$ cat config.mk
export PLATFORM = sky130hd
export DESIGN_NAME = pht_update_ctrl
export DESIGN_NICKNAME = d
export VERILOG_FILES = /design/src/rtl/bp_pkg.sv /design/src/rtl/bp_sync_fifo.sv /design/src/rtl/pht_update_ctrl.sv
export SDC_FILE = /design/constraint.sdc
export NUM_CORES = 1
export LEC_CHECK = 0
export ABC_AREA = 1
export CAP_MARGIN = 10
export CORE_MARGIN = 5
export CORE_UTILIZATION = 59
export DETAILED_ROUTE_END_ITERATION = 8
export PLACE_DENSITY = 0.84
export SKIP_CTS_REPAIR_TIMING = 1
export SLEW_MARGIN = 20
export SYNTH_ARGS = -nofsm -noshare
export SYNTH_HDL_FRONTEND = slang
export SYNTH_SLANG_ARGS = --single-unit
$ cat constraint.sdc
create_clock -name clk -period 4.3 [get_ports clk]
set_input_delay 0.645 -clock clk [delete_from_list [all_inputs] [get_ports clk]]
set_output_delay 0.645 -clock clk [all_outputs]
set_load 0.02 [all_outputs]
$ cat src/rtl/bp_pkg.sv
// Branch-predictor shared definitions: 2-bit gray-coded counter encoding,
// saturating update rule and the PHT controller FSM state type.
package bp_pkg;

    localparam int GHR_LENGTH_DEF = 8;

    localparam logic [1:0] SNT = 2'b00;
    localparam logic [1:0] WNT = 2'b01;
    localparam logic [1:0] WT  = 2'b11;
    localparam logic [1:0] ST  = 2'b10;

    typedef enum logic [0:0] {
        INIT = 1'b0,
        RUN  = 1'b1
    } phtState_e;

    // Gray encoding keeps each step a single-bit change.
    function automatic logic [1:0] sat_update(input logic [1:0] cnt, input logic taken);
        logic [1:0] nxt;
        case (cnt)
            SNT:     nxt = taken ? WNT : SNT;
            WNT:     nxt = taken ? WT  : SNT;
            WT:      nxt = taken ? ST  : WNT;
            default: nxt = taken ? ST  : WT;
        endcase
        return nxt;
    endfunction

endpackage

$ cat src/rtl/bp_sync_fifo.sv
// Small synchronous FIFO with occupancy count and a synchronous clear;
// storage is not reset, only the pointers and count.
module bp_sync_fifo #(
    parameter int DEPTH = 4,
    parameter int WIDTH = 9
) (
    input  logic                    clk,
    input  logic                    rst,
    input  logic                    clr,
    input  logic                    push,
    input  logic                    pop,
    input  logic [WIDTH-1:0]        din,
    output logic [WIDTH-1:0]        dout,
    output logic [$clog2(DEPTH):0]  count,
    output logic                    full,
    output logic                    empty
);

    localparam int AW = $clog2(DEPTH);
    localparam int CW = AW + 1;

    logic [WIDTH-1:0] mem [DEPTH];
    logic [AW-1:0]    rdPtr;
    logic [AW-1:0]    wrPtr;
    logic             doPush;
    logic             doPop;

    assign empty  = (count == '0);
    assign full   = (count == CW'(DEPTH));
    // A pop in the same cycle frees the slot the push needs.
    assign doPop  = pop & ~empty;
    assign doPush = push & (~full | doPop);
    assign dout   = mem[rdPtr];

    always_ff @(posedge clk) begin
        if (rst | clr) begin
            rdPtr <= '0;
            wrPtr <= '0;
            count <= '0;
        end else begin
            if (doPush) wrPtr <= wrPtr + AW'(1);
            if (doPop)  rdPtr <= rdPtr + AW'(1);
            case ({doPush, doPop})
                2'b10:   count <= count + CW'(1);
                2'b01:   count <= count - CW'(1);
                default: count <= count;
            endcase
        end
    end

    always_ff @(posedge clk) begin
        if (doPush) mem[wrPtr] <= din;
    end

endmodule

$ cat src/rtl/pht_update_ctrl.sv
// PHT write-port owner: init sweep after reset/clear, queued M-stage updates,
// and a two-stage read-modify-write against a synchronous-read counter RAM.
module pht_update_ctrl
    import bp_pkg::*;
#(
    parameter int         GHR_LENGTH = GHR_LENGTH_DEF,
    parameter int         QDEPTH     = 4,
    parameter logic [1:0] INIT_VAL   = WT
) (
    input  logic                     clk,
    input  logic                     rst,
    input  logic                     clr_req,
    input  logic                     upd_valid,
    input  logic [GHR_LENGTH-1:0]    upd_idx,
    input  logic                     upd_taken,
    output logic                     upd_ready,
    output logic                     pht_rd_en,
    output logic [GHR_LENGTH-1:0]    pht_rd_idx,
    input  logic [1:0]               pht_rd_data,
    output logic                     pht_we,
    output logic [GHR_LENGTH-1:0]    pht_wa,
    output logic [1:0]               pht_wd,
    output logic                     init_busy,
    output logic [$clog2(QDEPTH):0]  q_count
);

    localparam int EW = GHR_LENGTH + 1;
    localparam logic [GHR_LENGTH-1:0] LAST_IDX = '1;

    phtState_e state;
    phtState_e stateNext;
    logic [GHR_LENGTH-1:0] cnt;
    logic [GHR_LENGTH-1:0] cntNext;
    logic initWe;

    logic          fifoPush;
    logic          fifoPop;
    logic          fifoFull;
    logic          fifoEmpty;
    logic [EW-1:0] fifoDin;
    logic [EW-1:0] fifoDout;

    logic                  vld_p1;
    logic [GHR_LENGTH-1:0] idx_p1;
    logic                  taken_p1;
    logic                  vld_p2;
    logic [GHR_LENGTH-1:0] wrIdx_p2;
    logic [1:0]            wrData_p2;

    logic       bypassHit;
    logic [1:0] oldCnt;
    logic [1:0] newCnt;

    assign fifoDin  = {upd_idx, upd_taken};
    assign fifoPop  = (state == RUN) & ~fifoEmpty & ~clr_req & ~rst;
    assign fifoPush = upd_valid & upd_ready & ~clr_req;
    assign upd_ready = ~fifoFull | fifoPop;

    bp_sync_fifo #(
        .DEPTH (QDEPTH),
        .WIDTH (EW)
    ) updQueue (
        .clk   (clk),
        .rst   (rst),
        .clr   (clr_req),
        .push  (fifoPush),
        .pop   (fifoPop),
        .din   (fifoDin),
        .dout  (fifoDout),
        .count (q_count),
        .full  (fifoFull),
        .empty (fifoEmpty)
    );

    always_ff @(posedge clk) begin
        if (rst) begin
            state <= INIT;
            cnt   <= '0;
        end else begin
            state <= stateNext;
            cnt   <= cntNext;
        end
    end

    always_comb begin
        stateNext = state;
        cntNext   = cnt;
        initWe    = 1'b0;
        case (state)
            INIT: begin
                initWe  = 1'b1;
                cntNext = cnt + GHR_LENGTH'(1);
                if (cnt == LAST_IDX) stateNext = RUN;
            end
            RUN:     stateNext = RUN;
            default: stateNext = INIT;
        endcase
        if (clr_req) begin
            stateNext = INIT;
            cntNext   = '0;
        end
    end

    // Stage 1: queue head becomes the RAM read and is captured for stage 2
    assign pht_rd_en  = fifoPop;
    assign pht_rd_idx = fifoPop ? fifoDout[EW-1:1] : '0;

    always_ff @(posedge clk) begin
        if (rst | clr_req) begin
            vld_p1 <= 1'b0;
            vld_p2 <= 1'b0;
        end else begin
            vld_p1 <= fifoPop;
            vld_p2 <= vld_p1;
        end
    end

    always_ff @(posedge clk) begin
        if (fifoPop) begin
            idx_p1   <= fifoDout[EW-1:1];
            taken_p1 <= fifoDout[0];
        end
    end

    // Stage 2: RAM reads return pre-write data, so a write to the same index
    // one cycle earlier must be forwarded in place of the RAM output.
    assign bypassHit = vld_p2 & (wrIdx_p2 == idx_p1);
    assign oldCnt    = bypassHit ? wrData_p2 : pht_rd_data;
    assign newCnt    = sat_update(oldCnt, taken_p1);

    always_ff @(posedge clk) begin
        if (vld_p1) begin
            wrIdx_p2  <= idx_p1;
            wrData_p2 <= newCnt;
        end
    end

    always_comb begin
        pht_we    = 1'b0;
        pht_wa    = '0;
        pht_wd    = '0;
        init_busy = rst | (state == INIT);
        if (!rst) begin
            if (initWe) begin
                pht_we = 1'b1;
                pht_wa = cnt;
                pht_wd = INIT_VAL;
            end else if (vld_p1 && !clr_req) begin
                pht_we = 1'b1;
                pht_wa = idx_p1;
                pht_wd = newCnt;
            end
        end
    end

endmodule

==> impl_metrics.env, run 1 <==
export IMPL_status="finished clean"
export IMPL_fmax_mhz=286
export IMPL_setup_viol=0
export IMPL_postRouteAntennaNets=0
export IMPL_synth_seq_cells=75
export IMPL_netlist_cell_type_count=28
export IMPL_end_kind="primary output"
export IMPL_num_nets_final=399
export IMPL_syn_area_per_cell_um2=9.91
export IMPL_cts_num_sinks=75
export IMPL_max_slew_margin_pct=40.6
export IMPL_clk_pin_slew_ps=80
export IMPL_gr_usage_all_layers_pct=18.9
export IMPL_synth_top_area_cell="edfxtp_1"
export IMPL_drt_iter0_drc=145
export IMPL_slowest_stage="clkdlybuf4s50_1"
export IMPL_worst_pin_slew_ps=888
export IMPL_grt_pass1_wl_um=10600
export IMPL_routedWlPerCell_um=14.0
export IMPL_hold_class="flip-flop to flip-flop"
export IMPL_pwr_density_cell_nw_per_um2=369
export IMPL_synth_compound_area_share_pct=10.7
export IMPL_fillers=387
export IMPL_cap_violations=0
export IMPL_layout_drive_gt1_share_pct=9.69
export IMPL_grt_max_degree=20
export IMPL_synthFlopType="edfxtp_1"
export IMPL_synth_top_area_share_pct=50.0
export IMPL_synth_top_family_by_area="simple AND/OR/NAND/NOR gates"
export IMPL_rows=27
export IMPL_drcViolationCount=0
export IMPL_hold_slack_ps=461
export IMPL_core_area_um2=5470
export IMPL_worstPathArrival_ps=2850
export IMPL_area_delta_synth_final_pct=21.1
export IMPL_tns_ps=0
export IMPL_cts_root_buf="clkbuf_8"
export IMPL_synth_cells=333
export IMPL_grt_pass1_vias=2330
export IMPL_synth_xor_area_share_pct=0.531
export IMPL_yosys_area_share_simple_pct=16.8
export IMPL_crit_buf_inv=3
export IMPL_synthArstFlopShare_pct=0
export IMPL_rsz0062_at_grt="no"
export IMPL_critPathMaxFanout=13
export IMPL_synth_edf_count=55
export IMPL_place_congestion=0.871
export IMPL_antenna_cells=0
export IMPL_cts_buffers=9
export IMPL_critPathKind="input pin to primary output"
export IMPL_hold_viol=0
export IMPL_port_buffers=39
export IMPL_initial_utilization_pct=60.3
export IMPL_fp_dieArea_um2=7190
export IMPL_skew_ps=10.1
export IMPL_antenna_found_initial=0
export IMPL_ys_seq_area_share_pct=62.2
export IMPL_io_pins=40
export IMPL_synth_mux_area_share_pct=0
export IMPL_slew_viol_final=0
export IMPL_die_x_um=84.8
export IMPL_yosys_top_cells_area="edfxtp_1 (50%), dfxtp_1 (12%), nor2_1 (5.6%)"
export IMPL_clk_path_buf_depth=2
export IMPL_yosysMostFrequentCell="edfxtp_1"
export IMPL_vias=2394
export IMPL_cts_htree_levels=3
export IMPL_avgViaCountPerCell=5.27
export IMPL_cp_top_family="buffers and inverters"
export IMPL_dpl_hpwl_um=4580
export IMPL_period_share_pct=81.3
export IMPL_start_kind="input pin"
export IMPL_grt_ovfl_total=0
export IMPL_ir_drop_mv=0.421
export IMPL_netlist_area_um2=3300
export IMPL_syn_num_nets=355
export IMPL_die_h_um=84.8
export IMPL_required_ps=3650
export IMPL_ys_top_cells_by_count="edfxtp_1 (55), nor2_1 (49), inv_1 (48), nand2_1 (45), o21ai_0 (29)"
export IMPL_crit_top_cell="clkdlybuf4s50_1"
export IMPL_slowest_delay_ps=680
export IMPL_ys_warnings_count=0
export IMPL_total_leakage_power_uw=0.00149
export IMPL_clkLatencyLatePin_ps=340
export IMPL_cp_cell_sequence="clkdlybuf4s50_1 -> nor2_2 -> nand3_1 -> inv_1 -> clkdlybuf4s50_1"
export IMPL_synth_adder_area_share_pct=2.88
export IMPL_dr_pass1_iters=4
export IMPL_finalCriticalPeriod_ps=3500
export IMPL_cts_tree="done"
export IMPL_drt_total_wl_um=6380
cells by family after synthesis:
kind of cell	Yosys count
buffers and inverters	59
AO/OA/AOI/OAI	65
XOR/XNOR	2
flip-flops	75
AND/OR/NAND/NOR	125
adder cells (fa/ha/maj)	7
through the flow:
step | worst slack [ps] | util [%] | instance area [µm²] | total power (µW) | cells
final | 805 | 73.0 | 4000 | 1470 | 454
after detailed placement | 837 | 68.7 | 3760 | 854 | 438
after global routing | 701 | 73.0 | 4000 | 1520 | 454
after global placement | 922 | 68.7 | 3760 | 852 | 438
after CTS | 818 | 73.0 | 4000 | 1480 | 454
after floorplan | 2210 | - | 3300 | 826 | 333
tightest hold or removal path, stage by stage, from the launching register on:
cell and delay (ps):
dfxtp_1 300, inv_1 50, a21oi_1 70
power breakdown:
part	total, µW	internal [µW]	switching [µW]
registers	784	781	2.98
clock network	636	384	253
logic	54.1	23.5	30.6
final cells by class:
type,count,area [µm²],share of cell area (%)
sequential,75,2050,51.3
clock buffer,9,124,3.10
clock inverter,7,116,2.91
inverter,52,195,4.88
tap,72,90.1,2.25
multi-input combinational,199,1020,25.6
timing repair buffer,40,398,9.95
worst paths after layout:
check / depth (start not counted) / endpoint / slack (ps) / start
worst max-delay path: 5 / pht_rd_en / 800 / clr_req
worst min register to register: 2 / flip-flop / 460 / updQueue.rdPtr[1]
worst min-delay path: 2 / flip-flop / 460 / updQueue.rdPtr[1]
worst max register to register: 10 / updQueue.count[2] / 1860 / state
flip-flops by register name, indices dropped and copies added (netlist names), 2 cells and up, named ones only:
register        flops
updQueue.rdPtr      2
cnt                 8
wrData_p2           2
wrIdx_p2            8
updQueue.wrPtr      2
updQueue.count      3
idx_p1              8
updQueue.mem       36
routing by layer:
metal  global-route usage (%)  vias to the layer above  share of wire [%]
li1                         -                     1197                  -
met1                     22.4                     1112                 42
met2                     32.4                       78                 51
met3                     4.12                        7                6.1
met4                     9.06                        0                1.0
met5                        0                        -                  0
cell usage in the layout (no fill, tap or decap), types with 2 or more instances in the layout:
cell type        synthesis  final
a21boi_2                 2      2
a21oi_1                 24     24
bufinv_16                0      3
clkbuf_8                 0      9
clkdlybuf4s50_1          0     39
dfxtp_1                 20     20
edfxtp_1                55     55
ha_1                     6      6
inv_1                   48     48
inv_2                    3      3
nand2_1                 45     45
nand2_2                  7      7
nand3_1                 11     11
nand3_2                  3      3
nor2_1                  49     49
nor2_2                   2      2
nor2_4                   2      2
nor3_1                   3      3
o21ai_0                 29     29
o22ai_1                  8      8
xor2_1                   2      2
(Power assumes the default switching activity.)
==> run 2: changes to the inputs <==
- CORE_UTILIZATION: 59 -> 50
- PLACE_DENSITY: 0.84 -> 0.76
- clock period: 4.3 -> 3 ns (I/O delays scaled with it)
==> impl_metrics.env, run 2 (synthesis gave the netlist of run 1 again) <==
export IMPL_status="finished clean"
export IMPL_grt_pass1_vias=2376
export IMPL_min_path_cells=1
export IMPL_largest_register_ffs=36
export IMPL_required_ps=2550
export IMPL_total_power_uw=1980
export IMPL_drt_iter0_drc=99
export IMPL_postRouteAntennaNets=0
export IMPL_final_common_cell="edfxtp_1"
export IMPL_place_congestion=0.930
export IMPL_register_area_um2=2050
export IMPL_tns_ps=0
export IMPL_vias=2409
export IMPL_pwr_density_cell_nw_per_um2=489
export IMPL_critPathKind="input pin to primary output"
export IMPL_hold_class="flip-flop to flip-flop"
export IMPL_cts_num_sinks=75
export IMPL_drt_total_wl_um=6630
export IMPL_max_slew_margin_pct=72.5
export IMPL_num_nets_final=409
export IMPL_area_delta_synth_final_pct=22.6
export IMPL_slew_viol_final=0
export IMPL_grt_ovfl_total=0
export IMPL_setup_viol=0
export IMPL_period_share_pct=95.0
export IMPL_design_area_um2=4050
export IMPL_dpl_hpwl_um=4750
export IMPL_core_area_um2=6390
export IMPL_ir_drop_mv=0.459
export IMPL_routedWlPerCell_um=14.1
export IMPL_drcViolationCount=0
export IMPL_clk_path_buf_depth=2
export IMPL_layout_drive_gt1_share_pct=12.2
export IMPL_finalCriticalPeriod_ps=2850
export IMPL_port_buffers=39
export IMPL_rsz0062_at_grt="no"
export IMPL_cts_root_buf="clkbuf_8"
export IMPL_antenna_cells=0
export IMPL_multi_input_area_um2=1020
export IMPL_worst_pin_slew_ps=412
export IMPL_grt_max_degree=19
export IMPL_io_pins=40
export IMPL_die_h_um=91.3
export IMPL_initial_utilization_pct=51.7
export IMPL_clkLatencyLatePin_ps=350
export IMPL_gr_usage_all_layers_pct=16.6
export IMPL_top_register="updQueue.mem"
export IMPL_total_leakage_power_uw=0.00152
export IMPL_fp_dieArea_um2=8330
export IMPL_cts_tree="done"
export IMPL_start_kind="input pin"
export IMPL_dr_pass1_iters=4
export IMPL_layout_common_cells="edfxtp_1 (55), nor2_1 (49), inv_1 (48)"
export IMPL_final_util_pct=63.3
export IMPL_worst_r2r_path_depth=10
export IMPL_antenna_found_initial=0
export IMPL_skew_ps=12.4
export IMPL_fmax_mhz=351
export IMPL_rows=29
export IMPL_placed_area_um2=3840
export IMPL_end_kind="primary output"
export IMPL_fillers=515
export IMPL_cts_buffers=9
export IMPL_avgViaCountPerCell=5.14
export IMPL_cap_violations=0
export IMPL_grt_pass1_wl_um=11000
export IMPL_clk_pin_slew_ps=80
export IMPL_die_x_um=91.3
export IMPL_critPathMaxFanout=8
export IMPL_worstPathArrival_ps=2400
export IMPL_cts_htree_levels=3
export IMPL_hold_viol=0
run 2: cell types whose count changed in the layout (fill, tap and decap cells not counted):
cell        previous run  this run
clkinv_4               1         4
buf_4                  1        11
dfxtp_2                0         1
clkinv_2               1         0
inv_6                  0         1
bufinv_16              3         1
dfxtp_1               20        19
clkinvlp_2             1         0
run 2: per-layer routing:
| layer | share of wire [%] | global-route usage, % | wire (µm) | up-vias |
|---|---|---|---|---|
| li1 | - | - | - | 1214 |
| met1 | 42 | 19.2 | 2760 | 1100 |
| met2 | 49 | 28.8 | 3270 | 77 |
| met3 | 6.7 | 4.05 | 443 | 18 |
| met4 | 2.5 | 7.82 | 165 | 0 |
| met5 | 0 | 0 | 0 | - |
run 2: worst max-delay path, stage by stage:
cell and delay, ps:
clkdlybuf4s50_1 480, nor2_2 300, buf_4 180, inv_1 40, nor2_1 170, nand3_1 110
nand2_1 70, clkdlybuf4s50_1 600
run 2: metrics by stage:
stage	std cells	hold WS (ps)	worst slack (ps)
final	469	469	150
after floorplan	333	436	941
after global placement	453	453	239
after CTS	469	466	90.5
after detailed placement	453	463	154
after global routing	469	501	15.8
run 2: power by group:
part,internal (µW),total [µW],switching [µW]
clock,390,771,382
sequential,1120,1120,4.31
combinational,37.7,82.5,44.8
run 2: path summary, 6_finish.rpt:
check	endpoint	from	slack, ps
setup / recovery	pht_wd[0]	clr_req	150
hold / removal	flip-flop	updQueue.rdPtr[0]	470
setup reg to reg	updQueue.count[2]	state	870
hold reg to reg	flip-flop	updQueue.rdPtr[0]	470
run 2: final cells by class:
| class | count | share of cell area [%] |
|---|---|---|
| clock buffer | 9 | 3.06 |
| clock inverter | 7 | 1.92 |
| inverter | 52 | 4.92 |
| multi-input combinational | 199 | 25.3 |
| sequential | 75 | 50.8 |
| tap | 77 | 2.38 |
| timing repair buffer | 50 | 11.7 |
